==> src/rtl/dbg_step_ctrl.sv <==
// dbg_step_ctrl: debounced step button and clock-enable sequencer (halt/step/run/breakpoint) for the debug CPU
module dbg_step_ctrl #(
  parameter int PC_W    = 8,
  parameter int DEB_CNT = 10000000,
  parameter int RUN_DIV = 300,
  parameter int CNT_W   = 16
) (
  input  logic             clk,
  input  logic             reset,
  input  logic             button,
  input  logic [1:0]       mode,
  input  logic             bp_en,
  input  logic [PC_W-1:0]  bp_addr,
  input  logic [PC_W-1:0]  pc,
  output logic             cpu_ce,
  output logic             halted,
  output logic             bp_hit,
  output logic [CNT_W-1:0] step_cnt
);
  localparam int DW = $clog2(DEB_CNT);
  localparam int RW = $clog2(RUN_DIV);
  localparam logic [DW-1:0] DEB_LAST = DW'(DEB_CNT - 1);
  localparam logic [RW-1:0] RUN_LAST = RW'(RUN_DIV - 1);

  typedef enum logic [1:0] {S_HALT, S_STEP, S_RUN, S_BRK} state_t;

  state_t        state;
  logic [1:0]    sync;
  logic [DW-1:0] deb_cnt;
  logic          btn_db;
  logic          step_req;
  logic [RW-1:0] div;
  logic          bp_armed;
  logic          run_mode;
  logic          tc;
  logic          bp_match;

  assign run_mode = mode[1];
  assign tc       = div == RUN_LAST;
  assign bp_match = mode == 2'b11 && bp_en && bp_armed && pc == bp_addr;

  // two-flop synchroniser for the asynchronous button
  always_ff @(posedge clk or negedge reset)
    if (!reset) sync <= 2'b00;
    else sync <= {sync[0], button};

  // accept a new button level only after DEB_CNT consecutive differing cycles; pulse on accepted press
  always_ff @(posedge clk or negedge reset)
    if (!reset) begin
      deb_cnt  <= '0;
      btn_db   <= 1'b0;
      step_req <= 1'b0;
    end else begin
      step_req <= 1'b0;
      if (sync[1] == btn_db) deb_cnt <= '0;
      else if (deb_cnt == DEB_LAST) begin
        deb_cnt  <= '0;
        btn_db   <= sync[1];
        step_req <= sync[1];
      end else deb_cnt <= deb_cnt + 1'b1;
    end

  // control FSM; every output is registered so cpu_ce lines up with the state that issues it
  always_ff @(posedge clk or negedge reset)
    if (!reset) begin
      state    <= S_HALT;
      cpu_ce   <= 1'b0;
      halted   <= 1'b1;
      bp_hit   <= 1'b0;
      step_cnt <= '0;
      div      <= '0;
      bp_armed <= 1'b1;
    end else begin
      cpu_ce <= 1'b0;
      if (pc != bp_addr) bp_armed <= 1'b1;
      case (state)
        S_HALT:
          if (run_mode) begin
            state  <= S_RUN;
            div    <= '0;
            halted <= 1'b0;
          end else if (mode == 2'b01 && step_req) begin
            state    <= S_STEP;
            cpu_ce   <= 1'b1;
            step_cnt <= step_cnt + 1'b1;
            halted   <= 1'b0;
          end
        S_STEP: begin
          state  <= S_HALT;
          halted <= 1'b1;
        end
        S_RUN:
          if (!run_mode) begin
            state  <= S_HALT;
            halted <= 1'b1;
          end else if (!tc) div <= div + 1'b1;
          else if (bp_match) begin
            state  <= S_BRK;
            halted <= 1'b1;
            bp_hit <= 1'b1;
          end else begin
            div      <= '0;
            cpu_ce   <= 1'b1;
            step_cnt <= step_cnt + 1'b1;
          end
        S_BRK:
          if (mode != 2'b11) begin
            state  <= S_HALT;
            bp_hit <= 1'b0;
          end else if (step_req) begin
            state    <= S_RUN;
            div      <= '0;
            cpu_ce   <= 1'b1;
            step_cnt <= step_cnt + 1'b1;
            bp_armed <= 1'b0;
            halted   <= 1'b0;
            bp_hit   <= 1'b0;
          end
        default: state <= S_HALT;
      endcase
    end
endmodule

==> config.mk <==
export PLATFORM = sky130hd
export DESIGN_NAME = dbg_step_ctrl
export DESIGN_NICKNAME = d
export VERILOG_FILES = /design/src/rtl/dbg_step_ctrl.sv
export SDC_FILE = /design/constraint.sdc
export NUM_CORES = 1
export LEC_CHECK = 0
export ABC_AREA = 1
export CAP_MARGIN = 15
export CELL_PAD_IN_SITES_DETAIL_PLACEMENT = 1
export CELL_PAD_IN_SITES_GLOBAL_PLACEMENT = 2
export CORE_MARGIN = 1
export CORE_UTILIZATION = 32
export CTS_CLUSTER_SIZE = 40
export DETAILED_ROUTE_END_ITERATION = 16
export PLACE_DENSITY = 0.87
export SYNTH_ARGS = -nofsm -noshare
export SYNTH_HDL_FRONTEND = slang
export SYNTH_SLANG_ARGS = --single-unit
==> constraint.sdc <==
create_clock -name clk -period 2.1 [get_ports clk]
set_input_delay 0.63 -clock clk [delete_from_list [all_inputs] [get_ports clk]]
set_output_delay 0.63 -clock clk [all_outputs]
set_load 0.01 [all_outputs]
---- After elaboration in Yosys (flattened, before gate mapping) ----
Index checks and enable logic that the tools add are counted.
cells by class
  equal/unequal tests ..................... 25
  add/subtract/negate cells ............... 3
  reductions and logical operators ........ 13
  muxes and demuxes ....................... 50
  bitwise gates (word level) .............. 1
operators with widths
  operator                                                                number
  16-bit two-way mux                                                      7
  9-bit two-way mux                                                       6
  24-bit two-way mux                                                      2
  16-bit case mux with 3 select lines                                     1
  9-bit case mux with 3 select lines                                      1
  24-bit by 1-bit adder with 24-bit output (second input constant)        1
  24-bit equality test (second input constant)                            1
  1-bit two-way mux                                                       22
  2-bit != test (second input constant)                                   10
  16-bit by 1-bit adder with 16-bit output (second input constant)        1
  3-bit != test (second input constant)                                   5
  2-bit two-way mux                                                       7
  5-bit AND reduction                                                     2
  9-bit by 1-bit adder with 9-bit output (second input constant)          1
  9-bit equality test (second input constant)                             1
  8-bit equality test                                                     1
  8-bit != test                                                           1
  2-bit case mux with 4 select lines                                      1
  8-bit AND reduction                                                     1
  2-bit equality test (second input constant)                             3
  6-bit AND reduction                                                     1
  2-bit by 1-bit equality test with 1-bit output (second input constant)  2
  1-bit logical AND                                                       4
  1-bit case mux with 4 select lines                                      1
  other kinds (9)                                                         9
storage, ports and cells
  word-level logic and storage cells ...... 103
  input bits .............................. 22
  bits in registers ....................... 59
  output and inout port bits .............. 19

---- Depth between registers and ports, before layout ----
  depth after elaboration ................. 8
  depth in mapped cells ................... 11
  gate-level depth less buffers ........... 11

---- Least setup slack after synthesis ----
Ideal clock, no wire load.
  kind .................................... input to register
  start point ............................. input port pc[5]
  end point ............................... register step_cnt[0]
  setup slack ............................. 433 ps
  arrival ................................. 1550 ps
  library setup time ...................... 117 ps
  buffers on the path ..................... 1
  stages .................................. 10
  cells stage by stage .................... inv_1 -> nand2_1 -> nand2_1 -> nor2_1 -> nand2_1 -> nor2_2 -> nand3_1 -> buf_2 -> nand3b_1 -> nand2_1
on the way
  cells in the longest elaborated chain, start to end .. 4
ends and longest elaborated chain
  element                        line  RTL
  start, declared                14    input logic [PC_W-1:0] pc,
  8-bit equality test            40    assign bp_match = mode == 2'b11 && bp_en && bp_armed && pc == bp_addr;
  1-bit logical AND              40
  2-bit != test (no line)        --
  8-bit AND reduction (no line)  --
  end signal, assigned           85    step_cnt <= step_cnt + 1'b1;
  end signal, assigned           104   step_cnt <= step_cnt + 1'b1;
  end signal, assigned           114   step_cnt <= step_cnt + 1'b1;
  end, declared                  18    output logic [CNT_W-1:0] step_cnt
Every way passes these cells.
A chain may end at the register's enable or synchronous reset.

---- Final worst setup path ----
  start point ............................. register step_cnt[2]
  end point ............................... output port step_cnt[2]
No word-level cell between the ends.

==> summary by stage <==
Synth
The count of cell types in the netlist is 33. The sequential share of the synthesized area is 0.402. The post-synthesis instance area is 3680 sq um.

The cell count after synthesis came out at approximately 510. The post-synthesis sequential element count is 59. The number of warnings reported in the yosys synthesis log is 0.

Summed over all instances, the cell type with the most area after synthesis is sky130_fd_sc_hd__dfrtp_1. The share of the synthesized area in the top cell type is 0.388. A synthesized cell averages just over 7 sq um.

The total nets after synthesis is around 540. After synthesis, the cell types taking the most area are sky130_fd_sc_hd__dfrtp_1 39%, sky130_fd_sc_hd__nand2_1 15%, sky130_fd_sc_hd__nor2_1 7.5%, sky130_fd_sc_hd__nand3_1 6.9%, sky130_fd_sc_hd__inv_1 6.8%.

Timing
The final count of negative-setup-slack endpoints is 0. For the pin with the worst max-slew slack, the measured transition is roughly 0.50 ns. The worst pin sits at a relative slew slack of 0.666.

The worst path needs around 2.1 ns of the cycle, external delays included. The hold violation count in the final report was 0. Based on the critical path, the design can be clocked at up to a little under 500 MHz. The final total negative setup slack is 0 ns. On the final layout, the worst clock skew is roughly 0.0059 ns. The final count of pins violating max slew is 0. The share of the clock period used by the worst path is 0.983.

Worst setup path
The count of buffering cells on the critical path with inverters included is 1. For the worst flop-to-flop path, the logic depth is 10. STA classifies the critical path startpoint as a register. In this run the number of cells on the critical path is 1. The critical path goes through clkdlybuf4s50_1. Data on the critical path arrives at its endpoint at approximately 1.4 ns. The worst setup path is of the reg2out kind. In this design, the stage delay of the slowest critical-path cell is around 0.60 ns. At the worst endpoint, the required time is 1.47 ns. The cell with the largest stage delay on the worst path is sky130_fd_sc_hd__clkdlybuf4s50_1. Along the worst path, the maximum fanout reaches 7. The endpoint class of the critical path is an output port. The cell class contributing the biggest share of worst-path delay is buffers and inverters.

Floorplanning
The floorplan step set the die height to roughly 110 um. The area inside the core boundary is ~11000 sq um. The count of boundary I/O pins is roughly 40. The die covers between 10000 and 15000 sq um. The horizontal die dimension is between 100 and 150 um. The initialized floorplan defines 38 standard-cell rows. The starting density of the core is 0.333.

Pwr
Internal power comes to 3.08 mW. Of the total power, the clock network draws 0.354. Dividing total power by cell area gives a power density of 961 nW/um^2. The worst-case IR drop observed on VDD is 492 uV. Of the total power, the share spent switching nets is 0.340. After layout, the design draws a total of roughly 4.7 mW. The reported net switching power is about 1.6 mW. For this design the static power due to leakage is 2.32 nW. The share of total power dissipated in sequential elements is 0.296.

Of the total power, combinational logic draws 0.350.

Placement
The total half-perimeter wirelength after legalization and detailed placement is around 7600 um. The count of buffers added on input and output ports is 40. The global placer's final weighted congestion is 0.825.

Global routing
The number of antenna violations at the first check in global routing is 0. The first-pass GRT wire length is between 15000 and 20000 um. The overflow left after global routing is 0. The pin count of the biggest net entering global routing is 60. Across every metal layer, demand over resource in global routing totals 0.192. The number of global-route vias before repair is around 3700.

CTS
The number of clock buffers added by TritonCTS is 9. Counting along the longest clock path gives a buffer depth of 2. The number of hold buffers added after cts is 0. Clock latency on the worst-skew pair, taken at its later pin, is between 0.3 and 0.4 ns. The total clock sinks is between 50 and 60.

Clock-pin slew was measured on the worst setup and hold paths at ~0.05 ns. The CTS tree is yes. The root buffer selected by CTS is sky130_fd_sc_hd__clkbuf_16. The clock tree synthesis step divided the H-tree into 3 levels.

Drt
The total wire length is about 11000 um. Before antenna repair, the detailed router went through 4 iterations. The count of unresolved DRC violations after routing is 0. For this block, the via count after detailed routing is ~3500. The detailed router finished its first iteration with ~160 violations.

After detailed routing, the number of vias per cell comes to slightly below 5. The number of nets still failing antenna checks after routing is 0. In the final routed layout, each cell accounts on average for ~15 um.

Cells and area
The filler cell count is approximately 1400. The share of post-route cells with drive strength above 1 is 0.119. The antenna diode count is 0. From synthesis to final layout, the design area changed by 32.0%. The final net count is approximately 600.

Run
Max-cap violations in this run came to 0.

Worst hold path
The worst hold-check path type is in2async.

Outcome
The flow ran to the end, and the final reports show no timing, DRC or antenna violations.
kinds of logic after synthesis:
family / Yosys count / share of synthesized area
flops: 59 / 0.402
simple gates: 317 / 0.385
buf+inv: 73 / 0.0820
fa+ha+maj: 7 / 0.0238
xor+xnor: 30 / 0.0715
compound gates: 21 / 0.0354
cells in the mapped netlist:
| cell | n |
|---|---|
| sky130_fd_sc_hd__o31ai_1 | 1 |
| sky130_fd_sc_hd__o21ai_0 | 5 |
| sky130_fd_sc_hd__dfrtp_1 | 57 |
| sky130_fd_sc_hd__nor3_1 | 15 |
| sky130_fd_sc_hd__buf_6 | 3 |
| sky130_fd_sc_hd__a31oi_1 | 1 |
| sky130_fd_sc_hd__buf_4 | 1 |
| sky130_fd_sc_hd__nand4_2 | 1 |
| sky130_fd_sc_hd__a21oi_1 | 6 |
| sky130_fd_sc_hd__nand2_1 | 145 |
| sky130_fd_sc_hd__nor3b_1 | 6 |
| sky130_fd_sc_hd__nor2_1 | 73 |
| sky130_fd_sc_hd__nand2_4 | 1 |
| sky130_fd_sc_hd__inv_2 | 1 |
| sky130_fd_sc_hd__ha_1 | 7 |
| sky130_fd_sc_hd__nand3b_1 | 2 |
| sky130_fd_sc_hd__inv_1 | 67 |
| sky130_fd_sc_hd__a211oi_1 | 1 |
| sky130_fd_sc_hd__o21ai_1 | 2 |
| sky130_fd_sc_hd__nor4_1 | 1 |
| sky130_fd_sc_hd__nor2_2 | 3 |
| sky130_fd_sc_hd__nand2_2 | 4 |
| sky130_fd_sc_hd__xnor2_1 | 15 |
| sky130_fd_sc_hd__nor2_4 | 3 |
| sky130_fd_sc_hd__nor3_2 | 1 |
| sky130_fd_sc_hd__dfstp_2 | 2 |
| sky130_fd_sc_hd__buf_2 | 1 |
| sky130_fd_sc_hd__o21ai_2 | 5 |
| sky130_fd_sc_hd__nand3_1 | 51 |
| sky130_fd_sc_hd__nand3_2 | 3 |
| sky130_fd_sc_hd__nand4_1 | 7 |
| sky130_fd_sc_hd__xor2_1 | 15 |
| sky130_fd_sc_hd__nor3_4 | 1 |
state kept, by name (all words and copies together) (netlist names):
name      cells
bp_armed      1
bp_hit        1
btn_db        1
cpu_ce        1
deb_cnt      24
div           9
halted        1
state         2
step_cnt     16
step_req      1
sync          2
layer usage:
| metal | wire length, um | global-route usage |
|---|---|---|
| met1 | 5020 | 0.238 |
| met2 | 5320 | 0.325 |
| met5 | 0 | 0 |
| met3 | 314 | 0.0335 |
| met4 | 197 | 0.0829 |
final cells by class:
type | instances | area (sq um) | area share
inverter | 68 | 255 | 0.0526
sequential | 59 | 1480 | 0.305
tap | 140 | 175 | 0.0361
clock buffer | 12 | 256 | 0.0528
timing repair buffer | 59 | 631 | 0.130
clock inverter | 4 | 73.8 | 0.0152
multi-input combinational | 377 | 1980 | 0.409
metrics by stage:
step | hold WS (ns) | util | worst slack [ns] | cell area (sq um) | instances
floorplan | 0.331 | - | 0.433 | 3680 | 507
global placement | 0.335 | 0.393 | -0.306 | 4340 | 697
detailed placement | 0.339 | 0.393 | -0.403 | 4340 | 697
CTS | 0.311 | 0.424 | 0.0242 | 4680 | 713
global route | 0.309 | 0.440 | -0.0427 | 4850 | 719
finish | 0.282 | 0.440 | 0.0358 | 4850 | 719
worst paths after layout:
kind / slack [ns] / to / startpoint
worst max-delay path: 0.04 / step_cnt[2] / step_cnt[2]
worst min-delay path: 0.28 / step_cnt[13] / reset
worst max register to register: 0.11 / step_cnt[4] / div[0]
worst min register to register: 0.35 / sync[1] / sync[0]
max in group asynchronous: 1.49 / bp_armed / reset
min in group clk: 0.35 / sync[1] / sync[0]
power by group through the flow:
| stage | Combinational (mW) | Clock [mW] | Sequential [mW] |
|---|---|---|---|
| 2_1_floorplan | 0.807 | 0 | 1.39 |
| 3_3_place_gp | 1.31 | 0 | 1.39 |
| 3_5_place_dp | 1.35 | 0 | 1.40 |
| 4_1_cts | 1.37 | 1.69 | 1.38 |
| 5_1_grt | 1.79 | 1.72 | 1.40 |
| 6_report | 1.63 | 1.65 | 1.38 |
what timing repair did:
item,4_1_cts,5_1_grt
setup buffers,0,1
gates cloned,0,5
setup endpoints to repair,9,29
pin swaps,0,13
gates resized for setup,1,24
cell usage in the layout (no fill, tap or decap), drive strengths merged:
master,synthesis,layout
nor2,79,79
nand3,54,54
nor3b,6,6
xor2,15,15
clkinv,0,2
buf,5,18
xnor2,15,15
nand3b,2,2
a211oi,1,1
o21ai,12,12
o31ai,1,1
inv,68,68
dfstp,2,2
clkbuf,0,14
nor3,17,17
dfrtp,57,57
a21oi,6,6
a31oi,1,1
bufinv,0,2
nand2,150,151
clkdlybuf4s50,0,29
dlymetal6s2s,0,10
nand4,8,9
nor4,1,1
ha,7,7
No activity file was read; power rests on OpenSTA's default activity.
